**src/rtl/fp32_to_bf16_if.sv**
```systemverilog
// Handshake and field bundle for the FP32 -> bf16 converter.
// slave = converter side, master = producer/consumer side.
interface fp32_to_bf16_if;
  logic        valid_i;
  logic        ready_o;
  logic        s_i;
  logic [7:0]  e_i;
  logic [22:0] m_i;
  logic        valid_o;
  logic        ready_i;
  logic        s_o;
  logic [7:0]  e_o;
  logic [6:0]  m_o;
  logic        inexact_o;
  logic        overflow_o;

  modport slave (
    input  valid_i, s_i, e_i, m_i, ready_i,
    output ready_o, valid_o, s_o, e_o, m_o, inexact_o, overflow_o
  );

  modport master (
    output valid_i, s_i, e_i, m_i, ready_i,
    input  ready_o, valid_o, s_o, e_o, m_o, inexact_o, overflow_o
  );
endinterface

```
**src/rtl/fp32_to_bf16.sv**
```systemverilog
// Two-stage streaming FP32 -> bf16 narrowing converter (round, then classify/pack).
// Define DENORM_EN to round subnormals to bf16 subnormals; otherwise they flush to signed zero.
module fp32_to_bf16 #(
  parameter int ROUND_MODE = 0
) (
  input  logic          clk,
  input  logic          rst,
  fp32_to_bf16_if.slave bus
);

  logic        en;

  logic        vld_p1_d, vld_p1_q;
  logic        s_p1_d, s_p1_q;
  logic [14:0] em_p1_d, em_p1_q;
  logic        inexact_p1_d, inexact_p1_q;
  logic        nan_p1_d, nan_p1_q;
  logic        inf_p1_d, inf_p1_q;
  logic        flush_p1_d, flush_p1_q;
  logic [5:0]  nan_m_p1_d, nan_m_p1_q;

  logic        vld_p2_d, vld_p2_q;
  logic        s_p2_d, s_p2_q;
  logic [7:0]  e_p2_d, e_p2_q;
  logic [6:0]  m_p2_d, m_p2_q;
  logic        inexact_p2_d, inexact_p2_q;
  logic        overflow_p2_d, overflow_p2_q;

  function automatic logic round_up(input logic [22:0] m);
    logic g;
    logic st;
    logic l;
    g  = m[15];
    st = |m[14:0];
    l  = m[16];
    if (ROUND_MODE == 1) return 1'b0;
    return g & (st | l);
  endfunction

  // Rounding on the joined {exp, mant} lets a mantissa carry bump the exponent.
  function automatic logic [14:0] round_em(input logic [7:0] e, input logic [22:0] m);
    return {e, m[22:16]} + {14'd0, round_up(m)};
  endfunction

  assign en          = !vld_p2_q || bus.ready_i;
  assign bus.ready_o = en;

  // Stage 1: round
  always_comb begin
    vld_p1_d     = vld_p1_q;
    s_p1_d       = s_p1_q;
    em_p1_d      = em_p1_q;
    inexact_p1_d = inexact_p1_q;
    nan_p1_d     = nan_p1_q;
    inf_p1_d     = inf_p1_q;
    flush_p1_d   = flush_p1_q;
    nan_m_p1_d   = nan_m_p1_q;
    if (en) begin
      vld_p1_d     = bus.valid_i;
      s_p1_d       = bus.s_i;
      em_p1_d      = round_em(bus.e_i, bus.m_i);
      inexact_p1_d = bus.m_i[15] | (|bus.m_i[14:0]);
      nan_p1_d     = (bus.e_i == 8'hFF) && (bus.m_i != 23'd0);
      inf_p1_d     = (bus.e_i == 8'hFF) && (bus.m_i == 23'd0);
`ifdef DENORM_EN
      flush_p1_d   = 1'b0;
`else
      flush_p1_d   = (bus.e_i == 8'h00) && (bus.m_i != 23'd0);
`endif
      nan_m_p1_d   = bus.m_i[21:16];
    end
  end

  // Stage 2: classify and pack
  always_comb begin
    vld_p2_d      = vld_p2_q;
    s_p2_d        = s_p2_q;
    e_p2_d        = e_p2_q;
    m_p2_d        = m_p2_q;
    inexact_p2_d  = inexact_p2_q;
    overflow_p2_d = overflow_p2_q;
    if (en) begin
      vld_p2_d      = vld_p1_q;
      s_p2_d        = s_p1_q;
      inexact_p2_d  = 1'b0;
      overflow_p2_d = 1'b0;
      if (nan_p1_q) begin
        e_p2_d = 8'hFF;
        m_p2_d = {1'b1, nan_m_p1_q};
      end else if (inf_p1_q) begin
        e_p2_d = 8'hFF;
        m_p2_d = 7'd0;
      end else if (flush_p1_q) begin
        e_p2_d       = 8'h00;
        m_p2_d       = 7'd0;
        inexact_p2_d = 1'b1;
      end else if (em_p1_q[14:7] == 8'hFF) begin
        e_p2_d        = 8'hFF;
        m_p2_d        = 7'd0;
        inexact_p2_d  = 1'b1;
        overflow_p2_d = 1'b1;
      end else begin
        e_p2_d       = em_p1_q[14:7];
        m_p2_d       = em_p1_q[6:0];
        inexact_p2_d = inexact_p1_q;
      end
    end
  end

  always_ff @(posedge clk) begin
    if (rst) begin
      vld_p1_q      <= 1'b0;
      vld_p2_q      <= 1'b0;
      s_p2_q        <= 1'b0;
      e_p2_q        <= 8'd0;
      m_p2_q        <= 7'd0;
      inexact_p2_q  <= 1'b0;
      overflow_p2_q <= 1'b0;
    end else begin
      vld_p1_q      <= vld_p1_d;
      vld_p2_q      <= vld_p2_d;
      s_p2_q        <= s_p2_d;
      e_p2_q        <= e_p2_d;
      m_p2_q        <= m_p2_d;
      inexact_p2_q  <= inexact_p2_d;
      overflow_p2_q <= overflow_p2_d;
    end
  end

  // Stage-1 payload is only consumed when vld_p1_q is set, so it needs no reset.
  always_ff @(posedge clk) begin
    s_p1_q       <= s_p1_d;
    em_p1_q      <= em_p1_d;
    inexact_p1_q <= inexact_p1_d;
    nan_p1_q     <= nan_p1_d;
    inf_p1_q     <= inf_p1_d;
    flush_p1_q   <= flush_p1_d;
    nan_m_p1_q   <= nan_m_p1_d;
  end

  assign bus.valid_o    = vld_p2_q;
  assign bus.s_o        = s_p2_q;
  assign bus.e_o        = e_p2_q;
  assign bus.m_o        = m_p2_q;
  assign bus.inexact_o  = inexact_p2_q;
  assign bus.overflow_o = overflow_p2_q;

endmodule
```
**src/flat_wrapper.sv**
```systemverilog
// flat-port wrapper written by rule: the top's interface ports become plain ports
module fp32_to_bf16_flat 
#(
  parameter int ROUND_MODE = 0
)
  (clk, rst, bus_valid_i, bus_s_i, bus_e_i, bus_m_i, bus_ready_i, bus_ready_o, bus_valid_o, bus_s_o, bus_e_o, bus_m_o, bus_inexact_o, bus_overflow_o);
  fp32_to_bf16_if bus_i ();
  input  logic clk;
  input  logic rst;
  input wire logic [$bits(bus_i.valid_i)-1:0] bus_valid_i;
  input wire logic [$bits(bus_i.s_i)-1:0] bus_s_i;
  input wire logic [$bits(bus_i.e_i)-1:0] bus_e_i;
  input wire logic [$bits(bus_i.m_i)-1:0] bus_m_i;
  input wire logic [$bits(bus_i.ready_i)-1:0] bus_ready_i;
  output wire logic [$bits(bus_i.ready_o)-1:0] bus_ready_o;
  output wire logic [$bits(bus_i.valid_o)-1:0] bus_valid_o;
  output wire logic [$bits(bus_i.s_o)-1:0] bus_s_o;
  output wire logic [$bits(bus_i.e_o)-1:0] bus_e_o;
  output wire logic [$bits(bus_i.m_o)-1:0] bus_m_o;
  output wire logic [$bits(bus_i.inexact_o)-1:0] bus_inexact_o;
  output wire logic [$bits(bus_i.overflow_o)-1:0] bus_overflow_o;
  assign bus_i.valid_i = bus_valid_i;
  assign bus_i.s_i = bus_s_i;
  assign bus_i.e_i = bus_e_i;
  assign bus_i.m_i = bus_m_i;
  assign bus_i.ready_i = bus_ready_i;
  assign bus_ready_o = bus_i.ready_o;
  assign bus_valid_o = bus_i.valid_o;
  assign bus_s_o = bus_i.s_o;
  assign bus_e_o = bus_i.e_o;
  assign bus_m_o = bus_i.m_o;
  assign bus_inexact_o = bus_i.inexact_o;
  assign bus_overflow_o = bus_i.overflow_o;
  fp32_to_bf16 #(.ROUND_MODE(ROUND_MODE)) u_core (.clk(clk), .rst(rst), .bus(bus_i));
endmodule
```
**config.mk**
```make
export PLATFORM = sky130hd
export DESIGN_NAME = fp32_to_bf16_flat
export DESIGN_NICKNAME = d
export VERILOG_FILES = /design/src/rtl/fp32_to_bf16_if.sv /design/src/rtl/fp32_to_bf16.sv /design/src/flat_wrapper.sv
export SDC_FILE = /design/constraint.sdc
export NUM_CORES = 1
export LEC_CHECK = 0
export CAP_MARGIN = 5
export CORE_UTILIZATION = 29
export DETAILED_ROUTE_END_ITERATION = 6
export DONT_BUFFER_PORTS = 1
export HOLD_SLACK_MARGIN = 0.1
export RECOVER_POWER = 50
export SLEW_MARGIN = 20
export SYNTH_ARGS = -nofsm -noshare
export SYNTH_HDL_FRONTEND = slang
export SYNTH_SLANG_ARGS = --single-unit
```
**constraint.sdc**
```tcl
create_clock -name clk -period 2.13 [get_ports clk]
set_input_delay 0.213 -clock clk [delete_from_list [all_inputs] [get_ports clk]]
set_output_delay 0.213 -clock clk [all_outputs]
set_load 0.03 [all_outputs]
```
* Word level (Yosys, flattened, before mapping) *
Cells that the tools add are included.

storage, ports and cells
  output and inout port bits = 20
  logic and storage cells = 45
  flip-flop bits (word level) = 46
  input port bits = 36

cells by class
  bitwise gates (word level) = 3
  $add $sub $neg = 1
  reduce and logical (&&, ||, !) cells = 9
  eq/ne operators = 2
  multiplexer cells = 16

operators with widths
  cell                number
  $mux 8              4
  $mux 7              4
  $logic_not 23->1    1
  $reduce_bool 23->1  1
  $eq 8x8->1 const B  2
  $add 15x1->15       1
  $reduce_or 15->1    1
  $logic_not 8->1     1
  $mux 1              8
  $logic_and 1x1->1   3
  $or 1x1->1          2
  $and 1x1->1         1
  $logic_not 1->1     1
  $logic_or 1x1->1    1

* Logic depth before layout (Yosys ltp) *
Gate-level depths: netlist of the first run.

  word-level depth = 5
  gate-level depth with buffers = 6
  mapped depth without buffers = 6

* Worst setup path before layout of the first run *
No wires, ideal clock.

  kind = reg2reg
  from = register u_core.vld_p2_q (netlist: u_core.bus.valid_o)
  to = register u_core.em_p1_q[0], enable pin
  slack = 362 ps
  arrival = 1,389 ps
  period minus slack after synthesis = 1,768 ps
  required time = 1,751 ps
  library setup time = 379 ps
  buffers on the path = 2
  cell stages (with the launch flop) = 5
  cell sequence = dfxtp_1 > nor2b_1 > buf_2 > clkinv_1 > buf_2

on the way
  cells in the longest elaborated chain, start to end = 2

RTL lines
  element                   RTL line             RTL
  start: declaration        fp32_to_bf16.sv:22   logic vld_p2_d, vld_p2_q;
  start signal: assignment  fp32_to_bf16.sv:121  vld_p2_q <= vld_p2_d;
  $logic_not 1->1           fp32_to_bf16.sv:45   assign en = !vld_p2_q || bus.ready_i;
  $logic_or 1x1->1          fp32_to_bf16.sv:45
  net bus_ready_o           flat_wrapper.sv:15   output wire logic [$bits(bus_i.ready_o)-1:0] bus_ready_o;
  end signal: assignment    fp32_to_bf16.sv:133  em_p1_q <= em_p1_d;
  end: declaration          fp32_to_bf16.sv:15   logic [14:0] em_p1_d, em_p1_q;

The timed path passes the listed nets, and every way through them passes these cells.
A chain may end at the register's enable or synchronous reset.

* Worst setup path after layout of the first run *
  from = register u_core.vld_p2_q (netlist: u_core.bus.valid_o)
  to = output port bus_ready_o

on the way
  cells in the longest elaborated chain, start to end = 2

RTL lines
  element           RTL line
  $logic_not 1->1   fp32_to_bf16.sv:45
  $logic_or 1x1->1  fp32_to_bf16.sv:45
  end: declaration  flat_wrapper.sv:15

No other way between the ends.

==> metrics.md, run 1 <==
| Metric | Value |
|---|---|
| Die height | `84.9 um` |
| Ys Warns | `0` |
| Max-cap viol count | `0` |
| Setup WS pre-CTS | `about 0.55 ns` |
| # rows | `29` |
| Final Cell Area | `~0.0023 sq mm` |
| Buffers on Ports | `0` |
| Deepest clock path buffer count | `2` |
| Via count | `roughly 1.3k` |
| Commonest non-fill, non-tap cells in the layout | `edfxtp_1 (26), nor2_1 (23), dfxtp_1 (20), nor3_1 (12), nand2_1 (11)` |
| Clock tree sinks | `between 40 and 50` |
| Setup ws final | `0.359 ns` |
| Num ports | `56` |
| Worst-Skew Late Latency | `between 0.2 and 0.3 ns` |
| Cells after Synth | `between 150 and 200` |
| Critical Path Max Stage Delay | `~0.5 ns` |
| WHS | `0.116 ns` |
| Synth-to-Final Area Change | `13.2%` |
| Required time of the critical path | `1.92 ns` |
| Layout cells sized above 1 | `0.0733` |
| Synth top area share | `0.392` |
| CTS tree | `yes` |
| CP top delay family | `simple AND/OR/NAND/NOR gates` |
| Area leader, netlist | `edfxtp_1` |
| Max FO, Critical Path | `13` |
| Master of the slowest instance on the critical path | `nor2b_1` |
| First-pass GRT wire length | `between 6 and 7 mm` |
| Avg WL per Cell | `14.2 um` |
| Yosys cell types | `35` |
| Netlist Area Pre-Place | `0.00199 sq mm` |
| CP arrival | `1.56 ns` |
| Status | `complete, but fails checks` |
| Clock transition at path regs | `0.08 ns` |
| Total Neg Setup Slack | `0 ns` |
| Clock skew | `0.00525 ns` |
| Crit Path Class | `reg -> out` |
| Commonest non-fill, non-tap cell in the layout | `edfxtp_1` |
| WL final | `~3.8 mm` |
| Initial antenna violation count | `0` |
| TritonCTS Buffers | `5` |
| GR Overflow Total | `0` |
| Die outline area | `around 0.0072 sq mm` |
| Setup Viol. Count Final | `0` |
| 1st-iter DRT viols | `85` |
| Root Driver | `clkbuf_8` |
| Synth Area per Inst | `between 10 and 15 sq um` |
| Die X | `between 80 and 90 um` |
| Sequential share of the synthesized area | `0.593` |
| Leakage | `0.000825 uW` |
| Final antenna diode count | `0` |
| Hold WC Path Type | `in -> reg` |
| Crit path buf inv count | `2` |
| DP Wirelength | `2.91 mm` |
| CP Launch Type | `register` |
| Post-route DRC | `2` |
| PostCTS Resize Cnt | `0` |
| Most area-consuming cells after synthesis | `edfxtp_1 (39%), dfxtp_1 (20%), nor2_1 (4.3%)` |
| Max Freq | `~0.56 GHz` |
| Least-Margin Pin Slew | `about 0.70 ns` |
| Failing checks | `DRC` |
| Htree depth | `2` |
| Tot GR Track Use | `0.113` |
| Routability Congestion | `around 0.69` |
| Rel. slew slack | `0.534` |
| Core area | `0.00649 sq mm` |
| Final net count | `around 230` |
| Final Critical Period | `1.77 ns` |
| Starting Density | `0.306` |
| Pwr dens | `about 800 mW/mm^2` |
| CP endpoint kind | `output port` |
| Placed cell area | `roughly 0.0021 sq mm` |
| Syn Nets | `~210` |
| Fin crit share | `0.832` |
| Max VDD drop | `approximately 230 uV` |
| Vias per cell | `~5.0` |
| Final Max Tran Viols | `0` |
| Largest net degree at the start of global routing | `32` |
| Count of state elements after synthesis | `46` |
| RSZ-0062 raised after global routing | `no` |
| Cell Chain, Critical Path | `nor2b_1, clkinv_1, buf_4` |
| Final hold vios | `0` |
| Vias in the first global route | `between 1k and 1.5k` |
| DRT Pass-1 Iters | `6` |
| Post-DRT Antenna Nets | `0` |
==> power by group <==
group	total [uW]	switching, uW	internal [uW]
combinational	130	65.6	64.0
clock	527	265	262
sequential	1100	96.6	1010
total	1760	428	1330
==> path summary, 6_finish.rpt <==
path / start / endpoint / cells past startpoint / slack [ns]
setup / recovery: u_core.bus.valid_o / bus_ready_o / 3 / 0.36
hold / removal: bus_m_i[21] / u_core.em_p1_q[5] / 1 / 0.12
hold reg to reg: u_core.vld_p1_q / u_core.vld_p1_q / 2 / 0.48
setup reg to reg: u_core.bus.valid_o / u_core.bus.m_o[4] / 5 / 0.50
==> layer usage <==
layer / up-vias / global-route usage / wire length (um)
li1: 679 / - / -
met1: 613 / 0.121 / 1570
met2: 45 / 0.182 / 1780
met3: 10 / 0.0525 / 329
met4: 0 / 0.0693 / 118
met5: - / 0 / 0
==> state kept, by name, indices dropped and copies added, names as in the netlist, 6 cells and up <==
register	flops
u_core.em_p1_q	15
u_core.bus.e_o	8
u_core.bus.m_o	7
u_core.nan_m_p1_q	6
==> cells by family after synthesis <==
kind of cell	share of synthesized area
AOI/OAI and AO/OA	0.0936
xor gates and xnor gates	0.0572
adders and majority gates	0.00628
buffers and inverters	0.0226
DFF	0.593
and+or+nand+nor	0.227
==> what timing repair did <==
item | 4_1_cts | 5_1_grt
hold buffers | 9 | 0
setup endpoints to repair | 0 | 0
endpoints found under the hold margin | 27 | 0
setup buffers | 0 | 0
==> final cells by class <==
type / instances / area (sq um)
Fill cell: 642 / 4240
Sequential cell: 46 / 1180
Multi-Input combinational cell: 120 / 753
Timing Repair Buffer: 13 / 116
Tap cell: 77 / 96.3
Clock buffer: 7 / 86.3
Inverter: 4 / 15.0
Clock inverter: 1 / 5.00
==> synthesized netlist by cell type (all sizes together) <==
cell     instances
xnor2            7
a21oi            5
nor4             6
and2             1
nand2           11
o21ai            1
or2              1
and4             4
a311oi           1
or3              1
clkinv           1
nand4            4
xor2             6
nand2b           6
clkbuf           5
inv              3
ha               1
nor2            23
nand3            5
nand4b           1
nor2b            1
edfxtp          26
and3             4
a211oi           9
buf              2
or2b             2
nor3            13
a2111oi          1
dfxtp           20
a221oi           6
==> per-stage QoR <==
stage,total power (uW),instances,util
finish,1760,268,0.347
global route,1840,268,0.347
CTS,1790,268,0.349
detailed placement,1240,251,0.321
global placement,1240,251,0.321
floorplan,1210,177,-
(Power assumes the default switching activity.)
==> run 2: changes to the inputs <==
- clock period: 2.13 -> 1.7 ns (I/O delays scaled with it)
==> metrics.md, run 2 (synthesis gave the netlist of run 1 again) <==
| Metric | Value |
|---|---|
| Commonest non-fill, non-tap cells in the layout | `edfxtp_1 (26), nor2_1 (23), dfxtp_1 (20), dlygate4sd3_1 (18), nor3_1 (12) (was edfxtp_1 (26), nor2_1 (23), dfxtp_1 (20), nor3_1 (12), nand2_1 (11))` |
| Via count | `1399 (was 1347)` |
| Status | `complete, but fails checks (unchanged)` |
| Max VDD drop | `293 uV (was 229 uV)` |
| Fin crit share | `0.877` |
| CP arrival | `1.32 ns (was 1.56 ns)` |
| Vias per cell | `5.00 (was 5.03)` |
| GR Overflow Total | `0 (unchanged)` |
| Clock tree sinks | `46 (unchanged)` |
| Leakage | `0.000875 uW (was 0.000825 uW)` |
| Commonest non-fill, non-tap cell in the layout | `edfxtp_1 (unchanged)` |
| CTS tree | `yes (unchanged)` |
| CP Launch Type | `register (unchanged)` |
| Largest net degree at the start of global routing | `35 (was 32)` |
| First-pass GRT wire length | `6.29 mm (was 6.24 mm)` |
| Layout cells sized above 1 | `0.0837 (was 0.0733)` |
| Die height | `84.9 um (unchanged)` |
| Crit Path Class | `reg -> out (unchanged)` |
| Final antenna diode count | `0 (unchanged)` |
| Initial antenna violation count | `0 (unchanged)` |
| Critical Path Max Stage Delay | `0.33 ns (was 0.50 ns)` |
| Setup Fix Bufs, Post-CTS | `0 (unchanged)` |
| WHS | `0.106 ns (was 0.116 ns)` |
| Synth-to-Final Area Change | `19.1% (was 13.2%)` |
| Tot GR Track Use | `0.112 (was 0.113)` |
| Core area | `0.00649 sq mm (unchanged)` |
| Max-cap viol count | `0 (unchanged)` |
| Reg2Reg Depth | `4 (was 5)` |
| Setup Viol. Count Final | `0 (unchanged)` |
| Die X | `84.9 um (unchanged)` |
| DP Wirelength | `2.86 mm (was 2.91 mm)` |
| WHS Path Cells | `2 (was 1)` |
| WL final | `3.92 mm (was 3.79 mm)` |
| Final Max Tran Viols | `0 (unchanged)` |
| Post-route DRC | `2 (unchanged)` |
| Htree depth | `2 (unchanged)` |
| Routability Congestion | `0.727 (was 0.692)` |
| Buffers on Ports | `0 (unchanged)` |
| Setup crit start | `u_core.bus.valid_o (unchanged)` |
| Max FO, Critical Path | `34 (was 13)` |
| Avg WL per Cell | `14.0 um (was 14.2 um)` |
| Final Critical Period | `1.49 ns` |
| Master of the slowest instance on the critical path | `dfxtp_1 (was nor2b_1)` |
| Least-Margin Pin Slew | `0.723 ns (was 0.697 ns)` |
| Num ports | `56 (unchanged)` |
| 1st-iter DRT viols | `58 (was 85)` |
| Largest reg by FF count | `u_core.em_p1_q (unchanged)` |
| Cell Chain, Critical Path | `nor2b_2, clkinv_1, buf_12, buf_4 (was nor2b_1, clkinv_1, buf_4)` |
| Total Neg Setup Slack | `0 ns (unchanged)` |
| R2r startpoint | `u_core.em_p1_q[9] (was u_core.bus.valid_o)` |
| Largest register FFs | `15 (unchanged)` |
| Clock transition at path regs | `0.08 ns (about the same)` |
| DRT Pass-1 Iters | `7 (was 6)` |
| Max Freq | `0.670 GHz` |
| Hold WC Path Type | `in -> reg (unchanged)` |
| Die outline area | `0.00720 sq mm (unchanged)` |
| Post-DRT Antenna Nets | `0 (unchanged)` |
| Rel. slew slack | `0.517 (was 0.534)` |
| CP endpoint kind | `output port (unchanged)` |
| Failing checks | `DRC (unchanged)` |
| # rows | `29 (unchanged)` |
| Fillers | `641 (was 642)` |
| Final net count | `239 (was 227)` |
| Required time of the critical path | `1.53 ns (was 1.92 ns)` |
| Final hold vios | `0 (unchanged)` |
| Hold Crit Start | `bus_m_i[15] (was bus_m_i[21])` |
| Root Driver | `clkbuf_8 (unchanged)` |
| TritonCTS Buffers | `5 (unchanged)` |
| Starting Density | `0.306 (unchanged)` |
| RSZ-0062 raised after global routing | `no (unchanged)` |
| Worst-Skew Late Latency | `0.29 ns (about the same)` |
| Clock skew | `0.00753 ns (was 0.00525 ns)` |
| Pwr dens | `923 mW/mm^2 (was 781 mW/mm^2)` |
| Vias in the first global route | `1318 (was 1345)` |
| Deepest clock path buffer count | `2 (unchanged)` |
==> run 2: layout make-up <==
cell class,instances,area [sq um],area share
multi-input cells,120,756,0.319
repair buffers,25,241,0.102
clock inverters,2,8.76,0.00369
clock buffers,6,72.6,0.0306
flip-flops and latches,46,1180,0.498
inverters,4,15.0,0.00633
well taps,77,96.3,0.0406
==> run 2: final timing paths <==
check	to	slack [ns]
setup / recovery	bus_ready_o	0.21
hold / removal	u_core.em_p1_q[0]	0.11
setup reg to reg	u_core.bus.m_o[4]	0.22
hold reg to reg	u_core.vld_p1_q	0.46
==> run 2: per-layer routing <==
| layer | GRT usage | vias up | share of wire |
|---|---|---|---|
| met3 | 0.0292 | 7 | 0.068 |
| met2 | 0.189 | 47 | 0.49 |
| met4 | 0.0555 | 0 | 0.021 |
| met5 | 0 | - | 0 |
| li1 | - | 704 | - |
| met1 | 0.132 | 641 | 0.42 |
==> run 2: timing repair <==
action | CTS | global route
endpoints found under the hold margin | 41 | 0
endpoints found under the setup margin | 0 | 1
hold buffers | 18 | 0
resized for setup | 0 | 1
==> run 2: critical path: cells and delay by family (launching register included) <==
| family | cells | cell delay, ns |
|---|---|---|
| buf+inv | 3 | 0.51 |
| flops | 1 | 0.33 |
| simple gates | 1 | 0.18 |
==> run 2: metrics by stage <==
| step | setup WS (ns) | total power, uW | std cells | utilization | area, sq um |
|---|---|---|---|---|---|
| floorplan | 0.113 | 1520 | 177 | - | 1990 |
| global placement | 0.258 | 1560 | 254 | 0.327 | 2120 |
| global route | 0.0663 | 2290 | 280 | 0.365 | 2370 |
| CTS | 0.0815 | 2210 | 280 | 0.367 | 2380 |
| detailed placement | 0.188 | 1560 | 254 | 0.327 | 2120 |
| finish | 0.209 | 2190 | 280 | 0.365 | 2370 |
==> run 2: where the power goes <==
part           internal (uW)  switching, uW  total (uW)
logic                   99.5           89.7         189
registers               1260            122        1380
clock network            281            334         616
==> variant (config.mk and constraints of run 2) <==
Make the reset (`rst`) asynchronous in one clocked block.
--- a/src/rtl/fp32_to_bf16.sv
+++ b/src/rtl/fp32_to_bf16.sv
@@ -107,7 +107,7 @@
     end
   end
 
-  always_ff @(posedge clk) begin
+  always_ff @(posedge clk or posedge rst) begin
     if (rst) begin
       vld_p1_q      <= 1'b0;
       vld_p2_q      <= 1'b0;
Behaviour: differs if rst is asserted again (counterexample within 4 cycles, from zero or initial values and one cycle with rst high); with rst held inactive, the same outputs for 10 cycles.
==> variant against run 2 <==
  * Core utilization fell by 0.47 points
  * Routed wire length fell by 0.13%
  * Power rose by 15%
  * Synthesized area rose by 1.9%
  * Setup slack got worse by 83 ps
  * Sequential cell count did not move
  * Maximum frequency fell by 5.2%
  * Non-clock buffer count rose by 2
  * Cell area rose by 2.7%
  * Largest cell class unchanged
  * Largest power group unchanged
  * Highest routed layer unchanged
==> variant: results (changes against run 2) <==
<table>
<tr><th>Metric</th><th>Value</th></tr>
<tr><th colspan="2">Synth</th></tr>
<tr><td>Number of nets in the synthesized netlist</td><td>196 (was 214)</td></tr>
<tr><td>Post-synthesis compound-gate area fraction</td><td>8.08% (was 9.37%)</td></tr>
<tr><td>Average size of a mapped cell</td><td>12.8 um2 (was 11.2 um2)</td></tr>
<tr><td>Post-synthesis share of cell area spent on xor and xnor gates</td><td>5.61% (was 5.72%)</td></tr>
<tr><td>Post-synthesis share of cell area spent on full adders, half adders and majority gates</td><td>0.617% (was 0.629%)</td></tr>
<tr><th colspan="2">GRT</th></tr>
<tr><td>Total GRT Usage</td><td>11.7% (was 11.2%)</td></tr>
<tr><td>M1 GR Usage</td><td>13.4% (was 13.2%)</td></tr>
<tr><td>Via count of the first global-routing pass</td><td>1,372 (was 1,318)</td></tr>
<tr><td>Wire length of the first global-routing pass</td><td>6.69 mm (was 6.29 mm)</td></tr>
<tr><th colspan="2">Power</th></tr>
<tr><td>Clk network pwr share</td><td>24.3% (was 28.2%)</td></tr>
<tr><td>IR Drop Worst-Case VDD</td><td>0.295 mV (was 0.293 mV)</td></tr>
<tr><td>Comb group</td><td>0.000310 W (was 0.000189 W)</td></tr>
<tr><th colspan="2">Routing</th></tr>
<tr><td>Metal-1 WL</td><td>1.59 mm (was 1.64 mm)</td></tr>
<tr><td>Met3 wirelength from detailed routing</td><td>283 um (was 266 um)</td></tr>
<tr><td>Number of detailed-routing iterations run before antenna repair</td><td>4 (was 7)</td></tr>
<tr><td>Number of design-rule violations left by the first detailed-router iteration</td><td>38 (was 58)</td></tr>
<tr><th colspan="2">Placement</th></tr>
<tr><td>Worst setup timing slack at the placement stage</td><td>105 ps (was 188 ps)</td></tr>
<tr><td>Number of placed instances, taps included</td><td>241 (was 254)</td></tr>
<tr><th colspan="2">Timing</th></tr>
<tr><td>Hold slack</td><td>104 ps (was 106 ps)</td></tr>
<tr><td>Shortest period the worst path allows</td><td>1570 ps (was 1490 ps)</td></tr>
<tr><td>Worst clock skew</td><td>5.32 ps (was 7.53 ps)</td></tr>
<tr><th colspan="2">Final layout</th></tr>
<tr><td>Filler-free cell count of the finished design</td><td>269 (was 280)</td></tr>
<tr><th colspan="2">Critical path</th></tr>
<tr><td>Worst path slowest cell</td><td>sky130_fd_sc_hd__dlygate4sd3_1 (was sky130_fd_sc_hd__dfxtp_1)</td></tr>
<tr><td>Maximum cell stage delay along the critical path</td><td>570 ps (was 330 ps)</td></tr>
<tr><th colspan="2">Run status</th></tr>
<tr><td>Status</td><td>finished clean (was finished with violations)</td></tr>
</table>
variant: cell types whose count changed in the layout (fill, tap and decap cells not counted), moves of 8 or more:
cell	delta
sky130_fd_sc_hd__o22a_1	+8
sky130_fd_sc_hd__nor2b_1	+8
sky130_fd_sc_hd__nor3_1	-8
sky130_fd_sc_hd__dfrtp_1	+20
sky130_fd_sc_hd__dfxtp_1	-20
sky130_fd_sc_hd__a211oi_1	-9
sky130_fd_sc_hd__nor2_1	-15
variant: layout make-up:
cell class | count | area (um2) | share of cell area, %
clock buffer | 6 | 72.6 | 2.98
clock inverter | 2 | 8.76 | 0.360
inverter | 4 | 16.3 | 0.668
multi-input combinational | 104 | 707 | 29.0
sequential | 46 | 1280 | 52.6
tap | 80 | 100 | 4.11
timing repair buffer | 27 | 249 | 10.2
variant: worst register-to-register path, delay by kind of cell, from the launching register on:
kind            cells  cell delay (ps)
simple gates        3              810
flops               1              380
compound gates      1              200
